--- config.mk ---
export PLATFORM = sky130hd
export DESIGN_NAME = control_sequencer
export DESIGN_NICKNAME = d
export VERILOG_FILES = /design/src/rtl/cu_pkg.sv /design/src/rtl/cu_decode.sv /design/src/rtl/control_sequencer.sv
export SDC_FILE = /design/constraint.sdc
export NUM_CORES = 1
export LEC_CHECK = 0
export CAP_MARGIN = 0
export CORE_MARGIN = 3
export CORE_UTILIZATION = 50
export CTS_BUF_LIST = sky130_fd_sc_hd__clkbuf_4
export DETAILED_ROUTE_END_ITERATION = 6
export DONT_BUFFER_PORTS = 1
export PLACE_DENSITY = 0.62
export SLEW_MARGIN = 25
export SYNTH_ARGS = -nofsm -noshare
export SYNTH_HDL_FRONTEND = slang
export SYNTH_SLANG_ARGS = --single-unit
--- constraint.sdc ---
create_clock -name Clock -period 2.7 [get_ports Clock]
set_clock_uncertainty 0.05 [all_clocks]
set_input_delay 0.27 -clock Clock [delete_from_list [all_inputs] [get_ports Clock]]
set_output_delay 0.27 -clock Clock [all_outputs]
set_load 0.02 [all_outputs]
--- src/rtl/cu_pkg.sv ---
// Shared definitions for the mini-CPU hardwired control unit: opcodes, T-state
// encoding, strobe bit positions within the grouped control outputs.
package cu_pkg;

   typedef logic [4:0] opcode_t;

   localparam opcode_t OP_LD   = 5'b00000;
   localparam opcode_t OP_ST   = 5'b00010;
   localparam opcode_t OP_ADD  = 5'b00011;
   localparam opcode_t OP_SUB  = 5'b00100;
   localparam opcode_t OP_AND  = 5'b00101;
   localparam opcode_t OP_OR   = 5'b00110;
   localparam opcode_t OP_ADDI = 5'b01100;
   localparam opcode_t OP_ANDI = 5'b01101;
   localparam opcode_t OP_ORI  = 5'b01110;
   localparam opcode_t OP_BR   = 5'b10010;
   localparam opcode_t OP_JR   = 5'b10011;
   localparam opcode_t OP_IN   = 5'b10110;
   localparam opcode_t OP_OUT  = 5'b10111;
   localparam opcode_t OP_NOP  = 5'b11010;
   localparam opcode_t OP_HALT = 5'b11011;

   localparam opcode_t ALU_ADD = 5'b00011;

   typedef enum logic [3:0] {
      ST_RST  = 4'd0,
      ST_T0   = 4'd1,
      ST_T1   = 4'd2,
      ST_T2   = 4'd3,
      ST_T3   = 4'd4,
      ST_T4   = 4'd5,
      ST_T5   = 4'd6,
      ST_T6   = 4'd7,
      ST_T7   = 4'd8,
      ST_HALT = 4'd9
   } state_e;

   // bus_sel bit positions
   localparam logic [3:0] BUS_PC  = 4'd0;
   localparam logic [3:0] BUS_ZH  = 4'd1;
   localparam logic [3:0] BUS_ZL  = 4'd2;
   localparam logic [3:0] BUS_MDR = 4'd3;
   localparam logic [3:0] BUS_HI  = 4'd4;
   localparam logic [3:0] BUS_LO  = 4'd5;
   localparam logic [3:0] BUS_IN  = 4'd6;
   localparam logic [3:0] BUS_C   = 4'd7;
   localparam logic [3:0] BUS_R   = 4'd8;
   localparam logic [3:0] BUS_RAM = 4'd9;

   // reg_ld bit positions
   localparam logic [3:0] LD_MAR = 4'd0;
   localparam logic [3:0] LD_PC  = 4'd1;
   localparam logic [3:0] LD_MDR = 4'd2;
   localparam logic [3:0] LD_IR  = 4'd3;
   localparam logic [3:0] LD_Y   = 4'd4;
   localparam logic [3:0] LD_HI  = 4'd5;
   localparam logic [3:0] LD_LO  = 4'd6;
   localparam logic [3:0] LD_ZH  = 4'd7;
   localparam logic [3:0] LD_ZL  = 4'd8;
   localparam logic [3:0] LD_OUT = 4'd9;

   // gsel bit positions
   localparam logic [1:0] G_RA = 2'd0;
   localparam logic [1:0] G_RB = 2'd1;
   localparam logic [1:0] G_RC = 2'd2;
   localparam logic [1:0] G_BA = 2'd3;

   // Index of the final T-state of an opcode's sequence; 2 means fetch only.
   function automatic logic [2:0] last_step(input opcode_t op);
      logic [2:0] r;
      case (op)
         OP_ADD, OP_SUB, OP_AND, OP_OR,
         OP_ADDI, OP_ANDI, OP_ORI:   r = 3'd5;
         OP_LD, OP_ST:               r = 3'd7;
         OP_BR:                      r = 3'd6;
         OP_JR, OP_IN, OP_OUT:       r = 3'd3;
         OP_NOP:                     r = 3'd2;
         default:                    r = 3'd2;
      endcase
      return r;
   endfunction

endpackage

--- src/rtl/cu_decode.sv ---
// Combinational strobe decoder: (T-state, latched opcode, branch flag) to every
// datapath control output. Zero in RST and HALT.
module cu_decode
   import cu_pkg::*;
(
   input  state_e      state_i,
   input  opcode_t     opcode_i,
   input  logic        bflag_i,
   output logic [9:0]  bus_sel_o,
   output logic [9:0]  reg_ld_o,
   output logic [3:0]  gsel_o,
   output logic        rin_o,
   output logic        inc_pc_o,
   output logic        read_o,
   output logic        write_o,
   output logic [4:0]  alu_op_o,
   output logic        run_o
);

   logic is_alu;
   logic is_imm;
   logic is_mem;

   assign is_alu = (opcode_i == OP_ADD) || (opcode_i == OP_SUB) ||
                   (opcode_i == OP_AND) || (opcode_i == OP_OR);
   assign is_imm = (opcode_i == OP_ADDI) || (opcode_i == OP_ANDI) ||
                   (opcode_i == OP_ORI);
   assign is_mem = (opcode_i == OP_LD) || (opcode_i == OP_ST);

   always_comb begin
      bus_sel_o = '0;
      reg_ld_o  = '0;
      gsel_o    = '0;
      rin_o     = 1'b0;
      inc_pc_o  = 1'b0;
      read_o    = 1'b0;
      write_o   = 1'b0;
      alu_op_o  = '0;
      run_o     = 1'b1;
      case (state_i)
         ST_T0: begin
            bus_sel_o[BUS_PC] = 1'b1;
            reg_ld_o[LD_MAR]  = 1'b1;
            reg_ld_o[LD_ZH]   = 1'b1;
            reg_ld_o[LD_ZL]   = 1'b1;
            inc_pc_o          = 1'b1;
            alu_op_o          = ALU_ADD;
         end
         ST_T1: begin
            bus_sel_o[BUS_ZL] = 1'b1;
            reg_ld_o[LD_PC]   = 1'b1;
            reg_ld_o[LD_MDR]  = 1'b1;
            read_o            = 1'b1;
         end
         ST_T2: begin
            bus_sel_o[BUS_MDR] = 1'b1;
            reg_ld_o[LD_IR]    = 1'b1;
         end
         ST_T3: begin
            if (is_alu || is_imm) begin
               gsel_o[G_RB]     = 1'b1;
               bus_sel_o[BUS_R] = 1'b1;
               reg_ld_o[LD_Y]   = 1'b1;
            end else if (is_mem) begin
               gsel_o[G_RB]   = 1'b1;
               gsel_o[G_BA]   = 1'b1;
               reg_ld_o[LD_Y] = 1'b1;
            end else if (opcode_i == OP_BR) begin
               gsel_o[G_RA]     = 1'b1;
               bus_sel_o[BUS_R] = 1'b1;
            end else if (opcode_i == OP_JR) begin
               gsel_o[G_RA]     = 1'b1;
               bus_sel_o[BUS_R] = 1'b1;
               reg_ld_o[LD_PC]  = 1'b1;
            end else if (opcode_i == OP_IN) begin
               bus_sel_o[BUS_IN] = 1'b1;
               gsel_o[G_RA]      = 1'b1;
               rin_o             = 1'b1;
            end else if (opcode_i == OP_OUT) begin
               gsel_o[G_RA]     = 1'b1;
               bus_sel_o[BUS_R] = 1'b1;
               reg_ld_o[LD_OUT] = 1'b1;
            end
         end
         ST_T4: begin
            if (is_alu) begin
               gsel_o[G_RC]     = 1'b1;
               bus_sel_o[BUS_R] = 1'b1;
               reg_ld_o[LD_ZH]  = 1'b1;
               reg_ld_o[LD_ZL]  = 1'b1;
               alu_op_o         = opcode_i;
            end else if (is_imm) begin
               bus_sel_o[BUS_C] = 1'b1;
               reg_ld_o[LD_ZH]  = 1'b1;
               reg_ld_o[LD_ZL]  = 1'b1;
               alu_op_o         = opcode_i;
            end else if (is_mem) begin
               bus_sel_o[BUS_C] = 1'b1;
               reg_ld_o[LD_ZH]  = 1'b1;
               reg_ld_o[LD_ZL]  = 1'b1;
               alu_op_o         = ALU_ADD;
            end else if (opcode_i == OP_BR) begin
               bus_sel_o[BUS_PC] = 1'b1;
               reg_ld_o[LD_Y]    = 1'b1;
            end
         end
         ST_T5: begin
            if (is_alu || is_imm) begin
               bus_sel_o[BUS_ZL] = 1'b1;
               gsel_o[G_RA]      = 1'b1;
               rin_o             = 1'b1;
            end else if (is_mem) begin
               bus_sel_o[BUS_ZL] = 1'b1;
               reg_ld_o[LD_MAR]  = 1'b1;
            end else if (opcode_i == OP_BR) begin
               bus_sel_o[BUS_C] = 1'b1;
               reg_ld_o[LD_ZH]  = 1'b1;
               reg_ld_o[LD_ZL]  = 1'b1;
               alu_op_o         = ALU_ADD;
            end
         end
         ST_T6: begin
            if (opcode_i == OP_LD) begin
               read_o           = 1'b1;
               reg_ld_o[LD_MDR] = 1'b1;
            end else if (opcode_i == OP_ST) begin
               gsel_o[G_RA]     = 1'b1;
               bus_sel_o[BUS_R] = 1'b1;
               reg_ld_o[LD_MDR] = 1'b1;
            end else if (opcode_i == OP_BR) begin
               bus_sel_o[BUS_ZL] = 1'b1;
               reg_ld_o[LD_PC]   = bflag_i;
            end
         end
         ST_T7: begin
            if (opcode_i == OP_LD) begin
               bus_sel_o[BUS_MDR] = 1'b1;
               gsel_o[G_RA]       = 1'b1;
               rin_o              = 1'b1;
            end else if (opcode_i == OP_ST) begin
               write_o = 1'b1;
            end
         end
         default: run_o = 1'b0;
      endcase
      // HI/LO, Zhigh and RAM paths are never sourced by this instruction set.
      bus_sel_o[BUS_ZH]  = 1'b0;
      bus_sel_o[BUS_HI]  = 1'b0;
      bus_sel_o[BUS_LO]  = 1'b0;
      bus_sel_o[BUS_RAM] = 1'b0;
      reg_ld_o[LD_HI]    = 1'b0;
      reg_ld_o[LD_LO]    = 1'b0;
   end

endmodule

--- src/rtl/control_sequencer.sv ---
// Hardwired T-state sequencer for the mini CPU. Optional CU_MEM_WAIT_EN adds a
// mem_ready input that stretches every Read/Write step until memory completes.
module control_sequencer
   import cu_pkg::*;
#(
   parameter int OPW = 5
) (
   input  logic        Clock,
   input  logic        clear,
   input  logic [31:0] irOut,
   input  logic        branchCompare,
`ifdef CU_MEM_WAIT_EN
   input  logic        mem_ready,
`endif
   output logic [9:0]  bus_sel,
   output logic [9:0]  reg_ld,
   output logic [3:0]  gsel,
   output logic        Rin,
   output logic        IncPC,
   output logic        Read,
   output logic        Write,
   output logic [4:0]  alu_op,
   output logic        Run
);

   state_e           state_q, state_d;
   logic [OPW-1:0]   opcode_q, opcode_d;
   logic             bflag_q, bflag_d;
   opcode_t          ir_op;
   opcode_t          op_q;
   logic [2:0]       step;
   logic [2:0]       last;
   logic             mem_hold;
   logic             unused_ir;

   assign ir_op     = opcode_t'(irOut[31 -: OPW]);
   assign op_q      = opcode_t'(opcode_q);
   assign unused_ir = ^irOut[31-OPW:0];

`ifdef CU_MEM_WAIT_EN
   assign mem_hold = (Read | Write) & ~mem_ready;
`else
   assign mem_hold = 1'b0;
`endif

   always_comb begin
      state_d  = state_q;
      opcode_d = opcode_q;
      bflag_d  = bflag_q;
      step     = 3'(4'(state_q) - 4'(ST_T0));
      last     = last_step(op_q);
      case (state_q)
         ST_RST: state_d = ST_T0;
         ST_T0:  state_d = ST_T1;
         ST_T1:  state_d = ST_T2;
         ST_T2: begin
            // IR is loaded from the bus on this edge; capture its opcode alongside.
            opcode_d = irOut[31 -: OPW];
            if (ir_op == OP_HALT)
               state_d = ST_HALT;
            else if (last_step(ir_op) == 3'd2)
               state_d = ST_T0;
            else
               state_d = ST_T3;
         end
         ST_T3, ST_T4, ST_T5, ST_T6: begin
            if ((state_q == ST_T3) && (op_q == OP_BR))
               bflag_d = branchCompare;
            state_d = (step >= last) ? ST_T0 : state_e'(4'(state_q) + 4'd1);
         end
         ST_T7:   state_d = ST_T0;
         ST_HALT: state_d = ST_HALT;
         default: state_d = ST_RST;
      endcase
      if (mem_hold)
         state_d = state_q;
   end

   always_ff @(posedge Clock) begin
      if (clear) begin
         state_q  <= ST_RST;
         opcode_q <= '0;
         bflag_q  <= 1'b0;
      end else begin
         state_q  <= state_d;
         opcode_q <= opcode_d;
         bflag_q  <= bflag_d;
      end
   end

   cu_decode u_decode (
      .state_i   (state_q),
      .opcode_i  (op_q),
      .bflag_i   (bflag_q),
      .bus_sel_o (bus_sel),
      .reg_ld_o  (reg_ld),
      .gsel_o    (gsel),
      .rin_o     (Rin),
      .inc_pc_o  (IncPC),
      .read_o    (Read),
      .write_o   (Write),
      .alu_op_o  (alu_op),
      .run_o     (Run)
   );

endmodule

Word level (Yosys, flattened, before mapping) --
Memories as Yosys holds them, arrays and structs flattened. A register that Yosys moved wholly into a read port is not among the register bits. Cells that the tools add are included.
Operators by class: add/sub/neg operators 2, $lt $le $gt $ge 1, equal/unequal tests 23, mux-type cells 88, reduce and logical (&&, ||, !) cells 14
Operators with widths (count):
- 1-bit 2-to-1 mux | 54
- 5-bit == test (second input constant) | 5
- 5-bit 2-to-1 mux | 5
- 4-bit one-hot mux with 6 select lines | 1
- 2-bit 2-to-1 mux | 9
- 4-bit by 3-bit == test with 1-bit output (second input constant) | 4
- 5-bit by 3-bit == test with 1-bit output (second input constant) | 3
- 5-bit by 4-bit == test with 1-bit output (second input constant) | 3
- 5-bit one-hot mux with 3 select lines | 1
- 1-bit one-hot mux with 2 select lines | 7
- 1-bit one-hot mux with 3 select lines | 4
- 5-bit by 2-bit == test with 1-bit output (second input constant) | 2
- 3-bit 2-to-1 mux | 3
- 4-bit by 2-bit == test with 1-bit output (second input constant) | 2
- 4-bit == test (second input constant) | 2
- 4-bit 2-to-1 mux | 2
- 8-bit OR reduction | 1
- 1-bit logical OR | 7
- 2-bit one-hot mux with 3 select lines | 1
- 5-bit logical NOT | 1
- 4-bit by 1-bit adder with 4-bit output (second input constant) | 1
- 4-bit by 1-bit == test with 1-bit output (second input constant) | 1
- 4-bit logical NOT | 1
- 1-bit one-hot mux with 4 select lines | 1
- 7 further kinds | 7
Storage, ports and cells: bits in registers 10, ROM bits 192, input port bits 35, logic and storage cells 133, memories kept 2
Memory list:
- (no name shown) | words 32, bits a word 3, read ports 1, clocked after Yosys merged registers in 1, write ports 0, RTL line cu_pkg.sv:71 | case (op)
- (no name shown) | words 32, bits a word 3, read ports 1, clocked after Yosys merged registers in 0, write ports 0, RTL line cu_pkg.sv:71

Logic depth before layout (Yosys ltp) --
Gate-level depths: netlist (run 1).
word-level depth 8, depth in mapped cells 8

By module --
Synthesis (run 1) repeated with hierarchy kept, for this count alone.
Second synthesis, totals: cells, all modules 206, area, all modules 1491.4 sq um
Modules (own cells, without submodules):
- control_sequencer | instances 1, cells an instance 112, area each 938.4 sq um, seq. area each 260.2 sq um
- cu_decode | instances 1, cells an instance 94, area each 553.0 sq um, seq. area each 0.0 sq um

Worst setup path after synthesis (run 1) --
Ideal clock, no wire load.
kind reg2out, from register state_q[0], to output port Rin, arrival time 1.830 ns, required time 2.380 ns, slack 0.550 ns, cell stages (with the launch flop) 8, buffers on the path 1, cells stage by stage dfxtp_1 -> inv_1 -> ha_1 -> clkbuf_1 -> nand3b_1 -> nor3b_1 -> and3_1 -> nand2b_1
Between the ends: cells in the longest elaborated chain, start to end 2, elaborated cells between the ends (all ways) 4, classes of those cells eq/ne: 3; mux: 1
RTL lines:
- from (decl) | RTL line control_sequencer.sv:26 | state_e state_q, state_d;
- from (signal assigned) | RTL line control_sequencer.sv:85 | state_q <= state_d;
- 4-bit == test or 4-bit by 3-bit == test with 1-bit output (tied branches) | RTL line cu_decode.sv:40 | case (state_i)
- 1-bit one-hot mux with 3 select lines (*) | RTL line cu_decode.sv:40
- to (decl) | RTL line control_sequencer.sv:18 | output logic Rin,
Every way passes the cells marked *; elsewhere a longest branch is shown, timed or not.

Worst setup path in the final report (run 1) --
from register state_q[1], to output port bus_sel[8]
Between the ends: cells in the longest elaborated chain, start to end 2, elaborated cells between the ends (all ways) 4, classes of those cells eq/ne: 3; mux: 1
RTL lines:
- 4-bit by 3-bit == test with 1-bit output | RTL line cu_decode.sv:40
- 1-bit one-hot mux with 3 select lines (*) | RTL line cu_decode.sv:40
- to (decl) | RTL line control_sequencer.sv:15 | output logic [9:0] bus_sel,
Marks and branches as above.

==> impl_results.md, run 1 <==
* Status: finished clean
* Initial Util at 0.555
* Post-layout nets at 247
* Crit path buf inv count at 2
* Initial antenna violation count at 0
* Post-route ant nets at 0
* Share of layout cells above drive strength 1 at 0.103
* CTS root buffer: clkbuf_4
* RD Place Congestion at 0.913
* Worst Hold Class: input pin to register
* Mux contribution to synthesized area at 0.0214
* Gr ovfl total at 0
* Post-place setup slack at 0.468 ns
* CTS buffer count at 3
* CTS tree: done
* Setup crit start kind: register
* Area grow syn2layout at 3.00%
* Port Buffer Count at 0
* Die width at 60.1 um
* Area post-placement at 0.00145 mm2
* Endpoints failing setup at 0
* Setup TNS at 0 ns
* Clock latency on the worst-skew pair at 0.28 ns
* Number of global-route vias before repair at 1311
* Final Instance Area at 0.00151 mm2
* EDFF count, synth at 0
* Hpwl dp at 2810 um
* Unrepaired setup endpoints after global routing: false
* Lkg Pwr at 0.603 nW
* Total track usage at 0.216
* Clock transition at path regs at 0.08 ns
* Max-slew headroom at 0.553
* Adder-Cell Fraction of Synth Area at 0.0822
* Worst-path fanout max at 13
* Post-Syn Area per Cell at 7.06 um2
* Die area at 0.00361 mm2
* Largest family of logic cells by synthesized area: simple AND/OR/NAND/NOR gates
* Max Cap Violations at 0
* Storage cell area at 260 um2
* IO Pins at 69
* Post-CTS Setup Bufs at 0
* DR WL/cell at 16.0 um
* Synth warn at 0
* Vert. Die Dim at 60.1 um
* Seq cells post-synth at 13
* Netlist cell types at 52
* Pins Over Slew Limit at 0
* Crit end category: primary output
* Worst Path Required at 2.38 ns
* Seq/Total Area, Yosys at 0.178
* Fraction of registers with async set/reset at 0
* Critical path's slowest cell: ha_1
* Period utilization at 0.916
* Worst vdd rail ir drop at 0.513 mV
* Highest clock rate at 0.404 GHz
* Power Dens Cells at 668 mW/mm2
* Worst path arrival time at 2.15 ns
* Row cnt at 18
* Placeable Area at 0.00264 mm2
* XOR/XNOR Fraction of Synth Area at 0.0180
* Longest Clk Path Bufs at 2
* Mapped Cells at 207
* Diodes inserted at 0
* Pin count of the biggest net entering global routing at 18
* Vias per Instance at 6.29
* CP delay by family, top: compound AO/OA/AOI/OAI gates
* Flop2flop setup slack at 0.45 ns
* Clk sink count at 13
* Crit path largest cell delay at 0.45 ns
* CP cell instances: inv_1 -> ha_1 -> nand4bb_1 -> a211oi_1 -> buf_4 -> a21oi_1 -> o21ai_0
* FILL cells at 275
* Synthesized area at 0.00146 mm2
* Synth Area in Compound Gates at 0.264
* Final Hold Vio Count at 0
* Critical path type: register to primary output
* Worst setup margin at 0.227 ns
* Synth Flop Type: dfxtp_1
* DRT iter0 DRCs at 92
* Simple logic cell fraction of the synthesized area at 0.306
* DR vias at 1465
* Final WL at 3730 um
* # H-tree levels at 1
* Detailed Routing Iterations Pass 1 at 4
* Slew @ Worst Pin at 0.664 ns
* Area of the multi-input gates at 0.00104 mm2
* Fin crit period at 2.47 ns
* First-pass GRT wire length at 6020 um
* Post-route DRC at 0
-- repair_timing --
| item | in CTS | in global routing |
|---|---|---|
| resized for setup | 0 | 1 |
| hold buffers | 1 | 1 |
| endpoints found under the hold margin | 4 | 1 |
| endpoints found under the setup margin | 0 | 2 |
-- power breakdown --
part	total (mW)	internal (mW)	switching [mW]
clock	0.133	0.0674	0.0652
combinational	0.619	0.211	0.407
sequential	0.255	0.217	0.0380
total	1.01	0.495	0.511
-- per-stage QoR --
step	util	hold slack [ns]	std cells	total power [mW]
after global placement	0.550	0.292	227	0.855
after detailed placement	0.550	0.292	227	0.873
after global routing	0.571	0.0155	233	1.09
after floorplan	-	0.304	213	0.772
final	0.571	0.0177	233	1.01
after CTS	0.566	0.0102	232	1.01
-- routing by layer --
metal	vias up	share of wire	GRT usage
met3	7	0.076	0.0259
li1	718	-	-
met2	63	0.45	0.352
met1	677	0.46	0.290
met5	-	0	0
met4	0	0.016	0.0791
-- logic make-up after synthesis --
logic type	Yosys count
simple gates	82
compound gates	58
buf+inv	37
flops	13
fa+ha+maj	10
xor+xnor	3
mux	3
other cells	1
-- worst paths after layout --
check                                start  cells past startpoint          to
worst min register to register     bflag_q                      2     bflag_q
worst min-delay path                 clear                      1     op_q[3]
worst max-delay path            state_q[1]                      7  bus_sel[8]
worst max register to register  state_q[0]                      6     last[0]
-- synth_stat cells (3+ instances only) --
cell       n  area [um2]
a21oi_1   17        85.1
nor2b_1    7        43.8
ha_1       8         100
and3_1     4        25.0
nand2b_1   8        50.1
a31oi_1    4        25.0
inv_1     10        37.5
buf_2      3        15.0
dfxtp_1   13         260
buf_4      8        60.1
nand3_1    6        30.0
nand2_1   13        48.8
nor2_1    22        82.6
nor3_1     3        15.0
o21ai_0   14        70.1
and2_1     3        18.8
clkbuf_1  13        48.8
-- registers in the layout, indices dropped and copies added, names as in the netlist --
name	cells
bflag_q	1
last	3
state_q	4
op_q	5
-- layout by cell type, fill, tap and decap left out, types with 3 or more instances in the layout --
cell and instances:
a31oi_1 4, nor2_1 22, and2_1 3, nand3_1 6, clkbuf_4 4, conb_1 7
buf_4 10, nand2_1 13, nand2b_1 8, o21ai_0 14, nor2b_1 7, a21oi_1 17
ha_1 8, inv_1 10, and3_1 4, dfxtp_1 13, nor3_1 3
-- cell type report --
| type | instances | share of cell area |
|---|---|---|
| Clock buffer | 4 | 0.0200 |
| Sequential cell | 13 | 0.173 |
| Inverter | 11 | 0.0274 |
| Timing Repair Buffer | 12 | 0.0632 |
| Multi-Input combinational cell | 163 | 0.692 |
| Tap cell | 30 | 0.0249 |
No activity file was read; power rests on OpenSTA's default activity.
==> run 2: changes to the inputs <==
Settings changed: PLACE_DENSITY 0.62 to default, RECOVER_POWER from default to 100.
==> run 2 against run 1 <==
Register-to-register slack got worse by 0.21 ns. Clock-buffer cell count decreased by 1. Critical path depth decreased by 1. Die area unchanged. Clock power decreased by 8%. Core utilization shrank 1.0 points. Sequential power barely moved. Critical path type is now register to register. Critical endpoint is now last[0].
==> impl_results.md, run 2 (synthesis gave the netlist of run 1 again) <==
* Status: finished clean
* Worst path arrival time at 2.57 ns
* Gr ovfl total at 0
* RD Place Congestion at 0.928
* Pin count of the biggest net entering global routing at 18
* Initial Util at 0.555
* CTS tree: done
* Post-route DRC at 0
* Pins Over Slew Limit at 0
* Crit end category: register
* Max reg flops at 5
* Critical R2R Launch: state_q[0]
* Lkg Pwr at 0.579 nW
* Placed cells at 227
* FILL cells at 289
* Max Used Layer: met4
* Row cnt at 18
* Clk sink count at 13
* Met2 WL at 1630 um
* Worst Hold Class: input pin to register
* Share of layout cells above drive strength 1 at 0.0792
* Max-slew headroom at 0.560
* DR vias at 1469
* Final WL at 3630 um
* Total track usage at 0.223
* IO Pins at 69
* Slew @ Worst Pin at 0.653 ns
* CTS buffer count at 3
* Post-route ant nets at 0
* Worst-path fanout max at 12
* Unrepaired setup endpoints after global routing: false
* Period utilization at 0.912
* Clock transition at path regs at 0.09 ns
* Max Cap Violations at 0
* Worst Path Required at 2.81 ns
* Overall power at 0.984 mW
* Worst Reg-to-Reg Cells at 6
* Final Instance Area at 0.00148 mm2
* Hold endpoint: op_q[3]
* Setup crit start kind: register
* # H-tree levels at 1
* Vert. Die Dim at 60.1 um
* Post-layout util at 0.561
* Area post-placement at 0.00145 mm2
* Hold path cells at 1
* Worst vdd rail ir drop at 0.482 mV
* Flop2flop setup slack at 0.24 ns
* Placeable Area at 0.00264 mm2
* CTS root buffer: clkbuf_4
* Power Dens Cells at 665 mW/mm2
* Clock latency on the worst-skew pair at 0.28 ns
* Die area at 0.00361 mm2
* Setup TNS at 0 ns
* Post-Layout Cell Count at 232
* Commonest non-fill, non-tap cells in the layout: nor2_1 (22), a21oi_1 (17), o21ai_0 (14)
* Initial antenna violation count at 0
* Hold_sp: clear
* Vias per Instance at 6.33
* DR WL/cell at 15.7 um
* Reg-to-reg endpoint: last[0]
* Wl on met1 at 1680 um
* Post-layout nets at 246
* Fin crit period at 2.46 ns
* Longest Clk Path Bufs at 2
* Diodes inserted at 0
* Detailed Routing Iterations Pass 1 at 4
* Final Hold Vio Count at 0
* Die width at 60.1 um
* Critical path type: register to register
* Met3 wire len at 292 um
* Number of global-route vias before repair at 1345
* DRT iter0 DRCs at 148
* Area grow syn2layout at 1.20%
* Port Buffer Count at 0
* Endpoints failing setup at 0
* Highest clock rate at 0.406 GHz
* Commonest non-fill, non-tap cell in the layout: nor2_1
* First-pass GRT wire length at 6280 um
* Hpwl dp at 2740 um
-- run 2: final cells by class --
type	count	area, um2	area share
timing repair buffer	11	71.3	0.0482
tap	30	37.5	0.0254
clock buffer	3	22.5	0.0152
sequential	13	260	0.176
multi-input combinational	163	1040	0.704
inverter	11	41.3	0.0279
clock inverter	1	5.00	0.00338
-- run 2: worst max-delay path by stage --
stage,startpoint,endpoint,slack [ns],cells past startpoint
after floorplan,state_q[0],Rin,0.55,7
after detailed placement,state_q[0],last[0],0.48,6
final,state_q[0],last[0],0.24,6
after global placement,state_q[0],last[0],0.47,6
after global routing,state_q[0],bus_sel[6],0.05,6
after CTS,state_q[0],Rin,0.15,6
-- run 2: critical path: stages, from the launching register on --
cell and delay, ns:
dfxtp_1 0.44, ha_1 0.20, or3b_1 0.57, inv_1 0.25
mux2_2 0.36, a2111oi_2 0.34, o41ai_1 0.13
-- run 2: repair_timing --
action | 4_1_cts | 5_1_grt
buffers inserted | 0 | 0
setup endpoints to repair | 0 | 4
endpoints found under the hold margin | 5 | 0
hold buffers | 1 | 0
gates resized for setup | 0 | 2
-- run 2: routing by layer --
| metal | GRT usage | vias to the layer above |
|---|---|---|
| met1 | 0.314 | 683 |
| li1 | - | 719 |
| met5 | 0 | - |
| met4 | 0.0696 | 0 |
| met2 | 0.336 | 63 |
| met3 | 0.0497 | 4 |
-- run 2: stage by stage --
| stage | hold slack (ns) | worst slack (ns) |
|---|---|---|
| 2_1_floorplan | 0.304 | 0.550 |
| 5_1_grt | 0.0141 | 0.0521 |
| 3_5_place_dp | 0.294 | 0.475 |
| 4_1_cts | 0.0105 | 0.146 |
| 6_report | 0.0229 | 0.237 |
| 3_3_place_gp | 0.292 | 0.466 |
-- run 2: power by group --
group          total, mW  leakage, nW  internal (mW)  switching [mW]
combinational      0.606        0.456          0.200           0.405
sequential         0.255        0.105          0.217          0.0381
clock              0.123       0.0177         0.0550          0.0683
total              0.984        0.579          0.472           0.512
==> run 3: changes to the inputs <==
Settings changed: CTS_BUF_LIST sky130_fd_sc_hd__clkbuf_4 to sky130_fd_sc_hd__clkbuf_16.
==> run 3 against run 2 <==
Sequential power about the same. Hold slack better by 0.019 ns. Register-to-register slack better by 0.02 ns. Non-clock buffer count fell by 1. Clock power grew 130%. Setup slack gained 0.016 ns. Sequential share of layout area fell by 0.41 points.
==> impl_results.md, run 3 (synthesis gave the netlist of run 1 again) <==
* DRT iter0 DRCs at 136
* Post-route DRC at 0
* Post-Layout Cell Count at 231
* Diodes inserted at 0
* Status: finished clean
* DR vias at 1425
* Endpoints failing setup at 0
* Crit path buf inv count at 1
* CTS resizes at 0
* Highest clock rate at 0.409 GHz
* FILL cells at 289
* Fin crit period at 2.45 ns
* Max Cap Violations at 0
* Met3 wire len at 310 um
* Final Hold Vio Count at 0
* Placeable Area at 0.00264 mm2
* Slew @ Worst Pin at 0.652 ns
* Final Instance Area at 0.00151 mm2
* Worst vdd rail ir drop at 0.482 mV
* Worst-path fanout max at 12
* Detailed Routing Iterations Pass 1 at 4
* Setup TNS at 0 ns
* Post-layout nets at 245
* Overall power at 1.13 mW
* Max reg flops at 5
* DR WL/cell at 15.8 um
* Placed cells at 227
* Storage cell area at 260 um2
* Initial Util at 0.555
* Setup crit start kind: register
* Unrepaired setup endpoints after global routing: false
* Crit path largest cell delay at 0.56 ns
* Commonest non-fill, non-tap cells in the layout: nor2_1 (22), a21oi_1 (17), o21ai_0 (14)
* IO Pins at 69
* Critical path's slowest cell: or3b_1
* First-pass GRT wire length at 6250 um
* CTS buffer count at 3
* Final WL at 3640 um
* Number of global-route vias before repair at 1330
* Die width at 60.1 um
* Share of layout cells above drive strength 1 at 0.0597
* Period utilization at 0.906
* Gr ovfl total at 0
* CP delay by family, top: simple AND/OR/NAND/NOR gates
* Row cnt at 18
* Clock transition at path regs at 0.05 ns
* Die area at 0.00361 mm2
* Hold Slack at 0.0416 ns
* Area post-placement at 0.00145 mm2
* Hold Buf Count CTS at 0
* Met2 WL at 1650 um
* Power Dens Cells at 747 mW/mm2
* Pins Over Slew Limit at 0
* Critical path type: register to register
* RD Place Congestion at 0.928
* Longest Clk Path Bufs at 2
* Pin count of the biggest net entering global routing at 18
* Clk sink count at 13
* Initial antenna violation count at 0
* CP cell instances: ha_1 -> or3b_1 -> inv_1 -> mux2_2 -> a2111oi_2 -> o41ai_1
* Lkg Pwr at 0.594 nW
* # H-tree levels at 1
* Crit end category: register
* Port Buffer Count at 0
* Worst Hold Class: input pin to register
* Area grow syn2layout at 3.60%
* Wl on met1 at 1670 um
* Vert. Die Dim at 60.1 um
* Hpwl dp at 2740 um
* Post-CTS Setup Bufs at 0
* Max Used Layer: met4
* Area of the multi-input gates at 0.00104 mm2
* Worst Path Required at 2.76 ns
* Clock latency on the worst-skew pair at 0.24 ns
* Commonest non-fill, non-tap cell in the layout: nor2_1
* CTS tree: done
* Total track usage at 0.223
* Vias per Instance at 6.17
* Post-route ant nets at 0
* CTS root buffer: clkbuf_16
* Max-slew headroom at 0.561
* Worst path arrival time at 2.51 ns
-- run 3: cell types whose count changed in the layout (fill, tap and decap cells not counted), sizes merged --
cell and delta:
dlygate4sd3 -1, clkbuf +1, buf -1
-- run 3: where the power goes --
group | switching, mW | total [mW] | internal (mW)
clock | 0.0821 | 0.279 | 0.197
combinational | 0.404 | 0.597 | 0.193
sequential | 0.0379 | 0.256 | 0.218
total | 0.524 | 1.13 | 0.608
-- run 3: path summary, 6_finish.rpt --
kind	start	end	cells after the start	slack (ns)
max	state_q[0]	last[0]	6	0.25
min	clear	bflag_q	1	0.04
max reg2reg	state_q[0]	last[0]	6	0.25
min reg2reg	bflag_q	bflag_q	2	0.43
-- run 3: area by class of cell --
| class | count | area share |
|---|---|---|
| clock inverter | 1 | 0.00331 |
| clock buffer | 3 | 0.0496 |
| multi-input combinational | 163 | 0.686 |
| timing repair buffer | 10 | 0.0372 |
| tap | 30 | 0.0248 |
| inverter | 11 | 0.0273 |
| sequential | 13 | 0.172 |
-- run 3: per-stage QoR --
stage	worst slack, ns	util
after floorplan	0.550	-
after global placement	0.466	0.550
after detailed placement	0.475	0.550
after CTS	0.211	0.581
after global routing	0.0473	0.575
final	0.253	0.575
-- run 3: routing by layer --
metal,track usage,vias up
li1,-,717
met1,0.316,648
met2,0.335,58
met3,0.0497,2
met4,0.0696,0
met5,0,-
-- run 3: worst reg2reg max path: cells and delay by family, from the launching register on --
family,cells,cell delay [ns]
DFF,1,0.41
and+or+nand+nor,1,0.56
buffers and inverters,1,0.25
adders and majority gates,1,0.19
AOI/OAI and AO/OA,2,0.49
muxes,1,0.37
